File: config.mk
export PLATFORM = sky130hd
export DESIGN_NAME = run_before_encoder_flat
export DESIGN_NICKNAME = d
export VERILOG_FILES = /design/src/rtl/run_before_encoder_if.sv /design/src/rtl/run_before_encoder.sv /design/src/flat_wrapper.sv
export SDC_FILE = /design/constraint.sdc
export NUM_CORES = 1
export LEC_CHECK = 0
export ABC_AREA = 1
export BUFFER_PORTS_ARGS = -buffer_cell sky130_fd_sc_hd__buf_2
export CORE_ASPECT_RATIO = 1.2
export CORE_MARGIN = 10
export CORE_UTILIZATION = 35
export CTS_BUF_LIST = sky130_fd_sc_hd__clkbuf_8
export CTS_CLUSTER_DIAMETER = 50
export CTS_CLUSTER_SIZE = 30
export DETAILED_ROUTE_END_ITERATION = 16
export SLEW_MARGIN = 40
export SYNTH_ARGS = -nofsm -noshare
export SYNTH_HDL_FRONTEND = slang
export SYNTH_SLANG_ARGS = --single-unit
File: constraint.sdc
create_clock -name clk -period 2.6 [get_ports clk]
set_input_delay 0.13 -clock clk [delete_from_list [all_inputs] [get_ports clk]]
set_output_delay 0.13 -clock clk [all_outputs]
set_load 0.005 [all_outputs]
File: src/rtl/run_before_encoder_if.sv
// Bundles the block setup, the run_before stream, the codeword stream and the
// status outputs of the CAVLC run_before encoder.
interface run_before_encoder_if #(
    parameter int CODE_W = 11
);
    logic              start;
    logic [3:0]        total_zeros;
    logic [4:0]        total_coeff;
    logic              run_valid;
    logic              run_ready;
    logic [3:0]        run_before;
    logic              code_valid;
    logic              code_ready;
    logic [CODE_W-1:0] code;
    logic [3:0]        code_len;
    logic [3:0]        zeroes_left;
    logic              busy;
    logic              done;
    logic              error;

    // Upstream side: supplies block parameters and runs, sinks codewords.
    modport master (
        output start, total_zeros, total_coeff, run_valid, run_before, code_ready,
        input  run_ready, code_valid, code, code_len, zeroes_left, busy, done, error
    );

    // Encoder side.
    modport slave (
        input  start, total_zeros, total_coeff, run_valid, run_before, code_ready,
        output run_ready, code_valid, code, code_len, zeroes_left, busy, done, error
    );
endinterface

File: src/rtl/run_before_encoder.sv
// CAVLC run_before encoder: walks zerosLeft over a 4x4 block's runs and emits one
// left-aligned VLC codeword per coded run over a valid/ready stream.
module run_before_encoder #(
    parameter int CODE_W = 11
) (
    input logic           clk,
    input logic           rst,
    run_before_encoder_if.slave bus
);

    typedef enum logic [1:0] {IDLE, RUN, DRAIN} state_t;

    typedef struct packed {
        logic [CODE_W-1:0] bits;
        logic [3:0]        len;
    } code_t;

    state_t     state, state_next;
    logic [3:0] zeros_left;
    logic [4:0] runs_left;
    logic       code_valid;
    code_t      code_q;
    code_t      code_next;
    logic       done;
    logic       error;

    logic run_ready;
    logic drain_ok;
    logic consume;
    logic coded;
    logic bad;

    // Right-aligned value/length from the run_before table, then left-aligned.
    function automatic code_t lookup(input logic [3:0] zl, input logic [3:0] r);
        logic [2:0] v;
        logic [3:0] len;
        code_t      c;
        v   = 3'd0;
        len = 4'd1;
        case (zl)
            4'd1: begin
                v   = (r == 4'd0) ? 3'd1 : 3'd0;
                len = 4'd1;
            end
            4'd2: begin
                v   = (r == 4'd2) ? 3'd0 : 3'd1;
                len = (r == 4'd0) ? 4'd1 : 4'd2;
            end
            4'd3: begin
                v   = 3'(4'd3 - r);
                len = 4'd2;
            end
            4'd4: begin
                v   = (r <= 4'd2) ? 3'(4'd3 - r) : 3'(4'd4 - r);
                len = (r <= 4'd2) ? 4'd2 : 4'd3;
            end
            4'd5: begin
                v   = (r <= 4'd1) ? 3'(4'd3 - r) : 3'(4'd5 - r);
                len = (r <= 4'd1) ? 4'd2 : 4'd3;
            end
            4'd6: begin
                len = (r == 4'd0) ? 4'd2 : 4'd3;
                case (r)
                    4'd0:    v = 3'd3;
                    4'd1:    v = 3'd0;
                    4'd2:    v = 3'd1;
                    4'd3:    v = 3'd3;
                    4'd4:    v = 3'd2;
                    4'd5:    v = 3'd5;
                    default: v = 3'd4;
                endcase
            end
            default: begin
                // zerosLeft >= 7: fixed 3-bit codes, then a unary-style escape.
                v   = (r <= 4'd6) ? 3'(4'd7 - r) : 3'd1;
                len = (r <= 4'd6) ? 4'd3 : 4'(r - 4'd3);
            end
        endcase
        c.len  = len;
        c.bits = CODE_W'(v) << (CODE_W - int'(len));
        return c;
    endfunction

    assign drain_ok  = !code_valid || bus.code_ready;
    assign consume   = bus.run_valid && run_ready;
    assign bad       = consume && (bus.run_before > zeros_left);
    assign coded     = consume && (zeros_left != 4'd0) && !bad;
    assign code_next = lookup(zeros_left, bus.run_before);

    always_ff @(posedge clk) begin
        // NOTE: sequential state uses non-blocking assignments so every register
        // samples pre-edge values regardless of statement order.
        if (rst) state <= IDLE;
        else     state <= state_next;
    end

    always_comb begin
        // NOTE: defaults first so no path through the case leaves a signal
        // unassigned, which would infer a latch.
        state_next = state;
        run_ready  = 1'b0;
        unique case (state)
            IDLE: begin
                if (bus.start)
                    state_next = (bus.total_coeff <= 5'd1) ? DRAIN : RUN;
            end
            RUN: begin
                // A run that cannot produce a code may bypass a stalled output.
                run_ready = (zeros_left == 4'd0) || drain_ok;
                if (bus.run_valid && run_ready && runs_left == 5'd1)
                    state_next = DRAIN;
            end
            DRAIN: begin
                if (drain_ok) state_next = IDLE;
            end
            default: state_next = IDLE;
        endcase
    end

    always_ff @(posedge clk) begin
        if (rst) begin
            zeros_left <= 4'd0;
            runs_left  <= 5'd0;
            code_valid <= 1'b0;
            code_q     <= '0;
            done       <= 1'b0;
            error      <= 1'b0;
        end else begin
            done <= (state == DRAIN) && drain_ok;

            if (state == IDLE && bus.start) begin
                zeros_left <= bus.total_zeros;
                runs_left  <= (bus.total_coeff == 5'd0) ? 5'd0 : bus.total_coeff - 5'd1;
                error      <= 1'b0;
            end

            if (consume) begin
                runs_left <= runs_left - 5'd1;
                if (bad) begin
                    error      <= 1'b1;
                    zeros_left <= 4'd0;
                end else if (zeros_left != 4'd0) begin
                    zeros_left <= zeros_left - bus.run_before;
                end
            end

            if (coded) begin
                code_valid <= 1'b1;
                code_q     <= code_next;
            end else if (code_valid && bus.code_ready) begin
                code_valid <= 1'b0;
            end
        end
    end

    assign bus.run_ready   = run_ready;
    assign bus.code_valid  = code_valid;
    assign bus.code        = code_q.bits;
    assign bus.code_len    = code_q.len;
    assign bus.zeroes_left = zeros_left;
    assign bus.busy        = (state != IDLE);
    assign bus.done        = done;
    assign bus.error       = error;

endmodule

File: src/flat_wrapper.sv
// flat-port wrapper written by rule: the top's interface ports become plain ports
module run_before_encoder_flat 
#(
    parameter int CODE_W = 11
)
  (clk, rst, bus_start, bus_total_zeros, bus_total_coeff, bus_run_valid, bus_run_before, bus_code_ready, bus_run_ready, bus_code_valid, bus_code, bus_code_len, bus_zeroes_left, bus_busy, bus_done, bus_error);
  run_before_encoder_if #(.CODE_W(CODE_W)) bus_i ();
  input logic clk;
  input logic rst;
  input wire logic [$bits(bus_i.start)-1:0] bus_start;
  input wire logic [$bits(bus_i.total_zeros)-1:0] bus_total_zeros;
  input wire logic [$bits(bus_i.total_coeff)-1:0] bus_total_coeff;
  input wire logic [$bits(bus_i.run_valid)-1:0] bus_run_valid;
  input wire logic [$bits(bus_i.run_before)-1:0] bus_run_before;
  input wire logic [$bits(bus_i.code_ready)-1:0] bus_code_ready;
  output wire logic [$bits(bus_i.run_ready)-1:0] bus_run_ready;
  output wire logic [$bits(bus_i.code_valid)-1:0] bus_code_valid;
  output wire logic [$bits(bus_i.code)-1:0] bus_code;
  output wire logic [$bits(bus_i.code_len)-1:0] bus_code_len;
  output wire logic [$bits(bus_i.zeroes_left)-1:0] bus_zeroes_left;
  output wire logic [$bits(bus_i.busy)-1:0] bus_busy;
  output wire logic [$bits(bus_i.done)-1:0] bus_done;
  output wire logic [$bits(bus_i.error)-1:0] bus_error;
  assign bus_i.start = bus_start;
  assign bus_i.total_zeros = bus_total_zeros;
  assign bus_i.total_coeff = bus_total_coeff;
  assign bus_i.run_valid = bus_run_valid;
  assign bus_i.run_before = bus_run_before;
  assign bus_i.code_ready = bus_code_ready;
  assign bus_run_ready = bus_i.run_ready;
  assign bus_code_valid = bus_i.code_valid;
  assign bus_code = bus_i.code;
  assign bus_code_len = bus_i.code_len;
  assign bus_zeroes_left = bus_i.zeroes_left;
  assign bus_busy = bus_i.busy;
  assign bus_done = bus_i.done;
  assign bus_error = bus_i.error;
  run_before_encoder #(.CODE_W(CODE_W)) u_core (.clk(clk), .rst(rst), .bus(bus_i));
endmodule
Yosys cells after proc, flatten, opt, wreduce, memory -nomap -nowiden
Index checks and enable logic that the tools add are counted.
- add/subtract/negate cells: 9
- order comparisons: 5
- equal/unequal tests: 17
- shift-type cells: 1
- muxes and demuxes: 31
- reductions and logical operators: 23
- operator list (operator ; count):
    $shl A3 B32 Y11 ; 1
    $pmux W4 S6 ; 1
    $eq A4 B3 Y1 const B ; 5
    $mux W4 ; 5
    $pmux W3 S6 ; 1
    $eq A4 B2 Y1 const B ; 4
    $mux W5 ; 3
    $pmux W3 S5 ; 1
    $mux W1 ; 11
    $mux W2 ; 5
    $sub A5 B1 Y5 const B ; 2
    $logic_and A1 B1 Y1 ; 9
    $mux W3 ; 3
    $sub A3 B3 Y3 const A ; 3
    $eq A4 B1 Y1 const B ; 2
    $logic_not A4 Y1 ; 2
    $pmux W2 S3 ; 1
    $reduce_bool A2 Y1 ; 3
    $eq A5 B1 Y1 const B ; 1
    $le A5 B1 Y1 const B ; 1
    $logic_not A5 Y1 ; 1
    $sub A4 B4 Y5 const A ; 1
    $gt A4 B4 Y1 ; 1
    $le A4 B1 Y1 const B ; 1
    15 further kinds ; 18
- bits in registers: 29
- input bits: 18
- output and inout port bits: 24
- word-level logic and storage cells: 94

Depth between registers and ports, before layout
- depth after elaboration: 9
- mapped depth: 19
- gate-level depth less buffers: 19

Worst setup path before layout
Ideal clock, no wire load.
- kind: register to register
- start point: register u_core.zeros_left[0], in the netlist u_core.bus.zeroes_left[0]
- end point: register u_core.code_q (netlist bit u_core.bus.code[7])
- library setup time: 0.071 ns
- arrival time: 1.914 ns
- data required time: 2.529 ns
- path slack: 0.615 ns
- cell stages (with the launch flop): 11
- path buffers: 0
- period minus slack after synthesis: 1.985 ns
- cell sequence: dfxtp_1 inv_2 ha_1 fa_1 nor2_1 a211oi_1 nor2_4 nand3_1 nor2_2 nand3_1 a21oi_1
- word-level cells in the longest chain between the ends: 7
- elaborated cells on any way between the ends: 20
- classes of those cells: add/sub: 1; order compare: 1; eq/ne: 6; shift: 1; mux: 3; reduce/logical: 8
- RTL lines (what ; line ; RTL):
    from (decl) ; run_before_encoder.sv:19 ; logic [3:0] zeros_left;
    from (signal assigned) ; run_before_encoder.sv:132 ; zeros_left <= bus.total_zeros;
    from (signal assigned) ; run_before_encoder.sv:143 ; zeros_left <= zeros_left - bus.run_before;
    parallel branches: the longest is 7 deep, another holds $sub A4 B4 Y5 ; n/a ;
    to (signal assigned) ; run_before_encoder.sv:149 ; code_q <= code_next;
    to (decl) ; run_before_encoder.sv:22 ; code_t code_q;
Several ways; the timed one is not identified.
A chain may end at the register's enable or synchronous reset.

Worst setup path after layout
- start point: register u_core.zeros_left[0], in the netlist u_core.bus.zeroes_left[0]
- end point: register u_core.code_q (netlist bit u_core.bus.code[5])
Same word-level chain as after synthesis.

==> results.md <==
- Outcome: complete, no violations
- Total Power: 2.25 mW
- CTS root buf: clkbuf_8
- Number of fill cells: 708
- Global-route wire length before repair: 9740 um
- Hold Path Class: in -> reg
- Longest Clk Path Bufs: 2
- Clk_skew: 10.4 ps
- Multi-input logic area: 0.00152 mm2
- Worst slew pin tran: 476 ps
- CP Max Fanout: 10
- Max-slew headroom: 68.0%
- H-tree depth: 2
- Via count: 2251
- Max-cap violations: 0
- Initial antenna violation count: 0
- Minimum clock period after layout: 2270 ps
- Die area: 0.0103 mm2
- Finish-stage setup viols: 0
- Core Area: 0.00645 mm2
- Worst Path Buf+Inv: 1
- Mapped Cells: 337
- Initial drt markers: 69
- Clk_lat worst skew: 280 ps
- Post_cts resized: 0
- Register Area: 581 um2
- Peak VDD IR: 0.000310 V
- Fin nets: 416
- Initial Util: 35.9%
- Die Y: 109 um
- Net Count, Synth: 371
- GRT overflow: 0
- Worst-path clk slew: 70 ps
- Area Growth Syn to Fin: 16.5%
- Crit-path cells: inv_2 > ha_1 > fa_1 > nor2_1 > a211oi_1 > nor2_4 > nand3_1 > nor2_2 > nand3_1 > a21oi_1
- Slowest stage delay, CP: 430 ps
- Row Count: 32
- Cell area after synthesis: 0.00231 mm2
- Drt via density: 4.81
- R2r worst-path depth: 10
- CP top delay family: simple AND/OR/NAND/NOR gates
- Vias in the first global route: 2147
- Total clock sinks: 29
- Reg-to-reg slack, setup: 330 ps
- Worst Path Required: 2810 ps
- Share of post-route cells with drive strength above 1: 26.9%
- R2R Path End: u_core.bus.code[5]
- Max-slew violation count: 0
- Synth Area per Inst: 6.87 um2
- Syn. warnings: 0
- Asr flop ratio synth: 0%
- CP Capture Type: flop
- Final WL: 5900 um
- Worst EP arrival: 2480 ps
- Post-synth top flop: dfxtp_1
- Gr usage total: 11.4%
- EDFF count, synth: 0
- Worst path depth: 10
- Yosys reg bits: 29
- Largest net degree at the start of global routing: 24
- Setup Crit Path Kind: reg -> reg
- Pleak: 1.30 nW
- Post-CTS setup buffers: 0
- Crit start category: flop
- Most frequent CP cell: nand3_1
- CTS tree: yes
- Cts bufs inserted: 5
- Count of cell types in the netlist: 39
- DRC viols: 0
- Max Clock Freq: 440 MHz
- Tcrit/Tclk final: 87.4%
- Final hold vios: 0
- DP Wirelength: 4920 um
- Sequential element share of the synthesized area: 25.1%
- First-pass iteration count of the detailed router: 4
- Reg2reg start: u_core.bus.zeroes_left[0]
- Drt wl/cell: 12.6 um
- Unrepaired setup endpoints after global routing: false
- Crit path launch: u_core.bus.zeroes_left[0]
- Routed Antenna Nets: 0
- Final TNS setup: 0 ps
- Crit path to: u_core.bus.code[5]
- CTS hold repair buffers: 0
- Gpl congestion: 0.911
- Die X-Extent: 94.2 um
- PD cells: 835 mW/mm2
- Inserted Diodes: 0
- Crit-path slowest cell: dfxtp_1
- # port buffers: 41
- # IOs: 42
## how the worst min path moves through the flow
stage / cells past startpoint / slack (ps) / end / from
floorplan: 1 / 210 / u_core.bus.code_len[2] / rst
global placement: 2 / 450 / u_core.bus.code[9] / u_core.bus.code[9]
detailed placement: 2 / 460 / u_core.bus.code[7] / u_core.bus.code[7]
CTS: 4 / 170 / u_core.bus.zeroes_left[0] / bus_total_zeros[0]
global route: 3 / 180 / u_core.bus.zeroes_left[3] / bus_total_zeros[3]
finish: 4 / 170 / u_core.bus.zeroes_left[0] / bus_total_zeros[0]
## cell families after synthesis
family	after synthesis	synth area share [%]
buf+inv	53	9.08
compound gates	63	17.0
fa+ha+maj	16	8.97
simple gates	168	36.8
flops	29	25.1
xor+xnor	8	3.03
## sequential cells by signal (all words and copies together) (netlist names)
name	flops
u_core.bus.code	11
u_core.bus.code_len	4
u_core.bus.code_valid	1
u_core.bus.done	1
u_core.bus.error	1
u_core.bus.zeroes_left	4
u_core.runs_left	5
u_core.state	2
## metal layers
metal,track usage [%],routed length [um]
met1,13.9,2720
met2,19.1,2780
met3,2.48,306
met4,4.13,87
met5,0,0
## tightest hold or removal path, cell delays in order
cell and delay, ps:
buf_2 70, nand2_1 40, o21ai_0 60, o21a_1 120
## synthesized netlist by cell type, types with 4 or more instances
master    instances  area [um2]
nand2_2           9        56.3
nand3_1          22         110
nand2_4           4        45.0
nor2_2            8        50.1
o211ai_1          4        30.0
xnor2_1           4        35.0
nand2_1          77         289
nor2_1           30         113
inv_1            37         139
a21oi_1          24         120
xor2_1            4        35.0
nand4_1           4        25.0
ha_1             15         188
o21ai_0          17        85.1
a31oi_1           4        25.0
dfxtp_1          29         581
inv_2            11        41.3
nand3_2           6        60.1
## cells in the final DEF (no fill, tap or decap), types with 2 or more instances in the layout
master | Yosys | layout
a21oi_1 | 24 | 24
nand3_1 | 22 | 22
dfxtp_1 | 29 | 29
nor2_4 | 2 | 2
nand3_2 | 6 | 6
buf_2 | 1 | 41
xnor2_1 | 4 | 4
clkbuf_8 | 0 | 5
a31oi_1 | 4 | 4
nor2_2 | 8 | 8
nand4_1 | 4 | 4
inv_2 | 11 | 11
nand2_1 | 77 | 77
nand2_4 | 4 | 4
nand2_2 | 9 | 9
ha_1 | 15 | 15
nor2_1 | 30 | 30
o21ai_0 | 17 | 17
o211ai_1 | 4 | 4
o21ai_2 | 2 | 2
o21ai_1 | 2 | 2
clkinv_2 | 0 | 2
a21oi_2 | 3 | 3
a211oi_1 | 2 | 2
inv_1 | 37 | 37
xor2_1 | 4 | 4
## cell type report
cell class,count,area share [%]
multi-input combinational,255,56.5
sequential,29,21.5
clock buffer,5,2.55
inverter,49,6.91
clock inverter,3,0.650
timing repair buffer,42,7.89
tap,85,3.94
## metrics by stage
stage	setup slack (ps)	std cells	hold WS (ps)	util, %	instance area, um2
floorplan	615	337	208	-	2310
global placement	369	460	452	40.5	2610
detailed placement	352	460	456	40.5	2610
CTS	319	468	169	41.8	2700
global route	99.8	468	184	41.8	2700
finish	328	468	169	41.8	2700
## where the power goes
part           leakage [nW]  switching [mW]  internal (mW)
Combinational          1.02           0.840          0.464
Sequential            0.236          0.0682          0.514
Clock                0.0439           0.180          0.184
(Power assumes the default switching activity.)
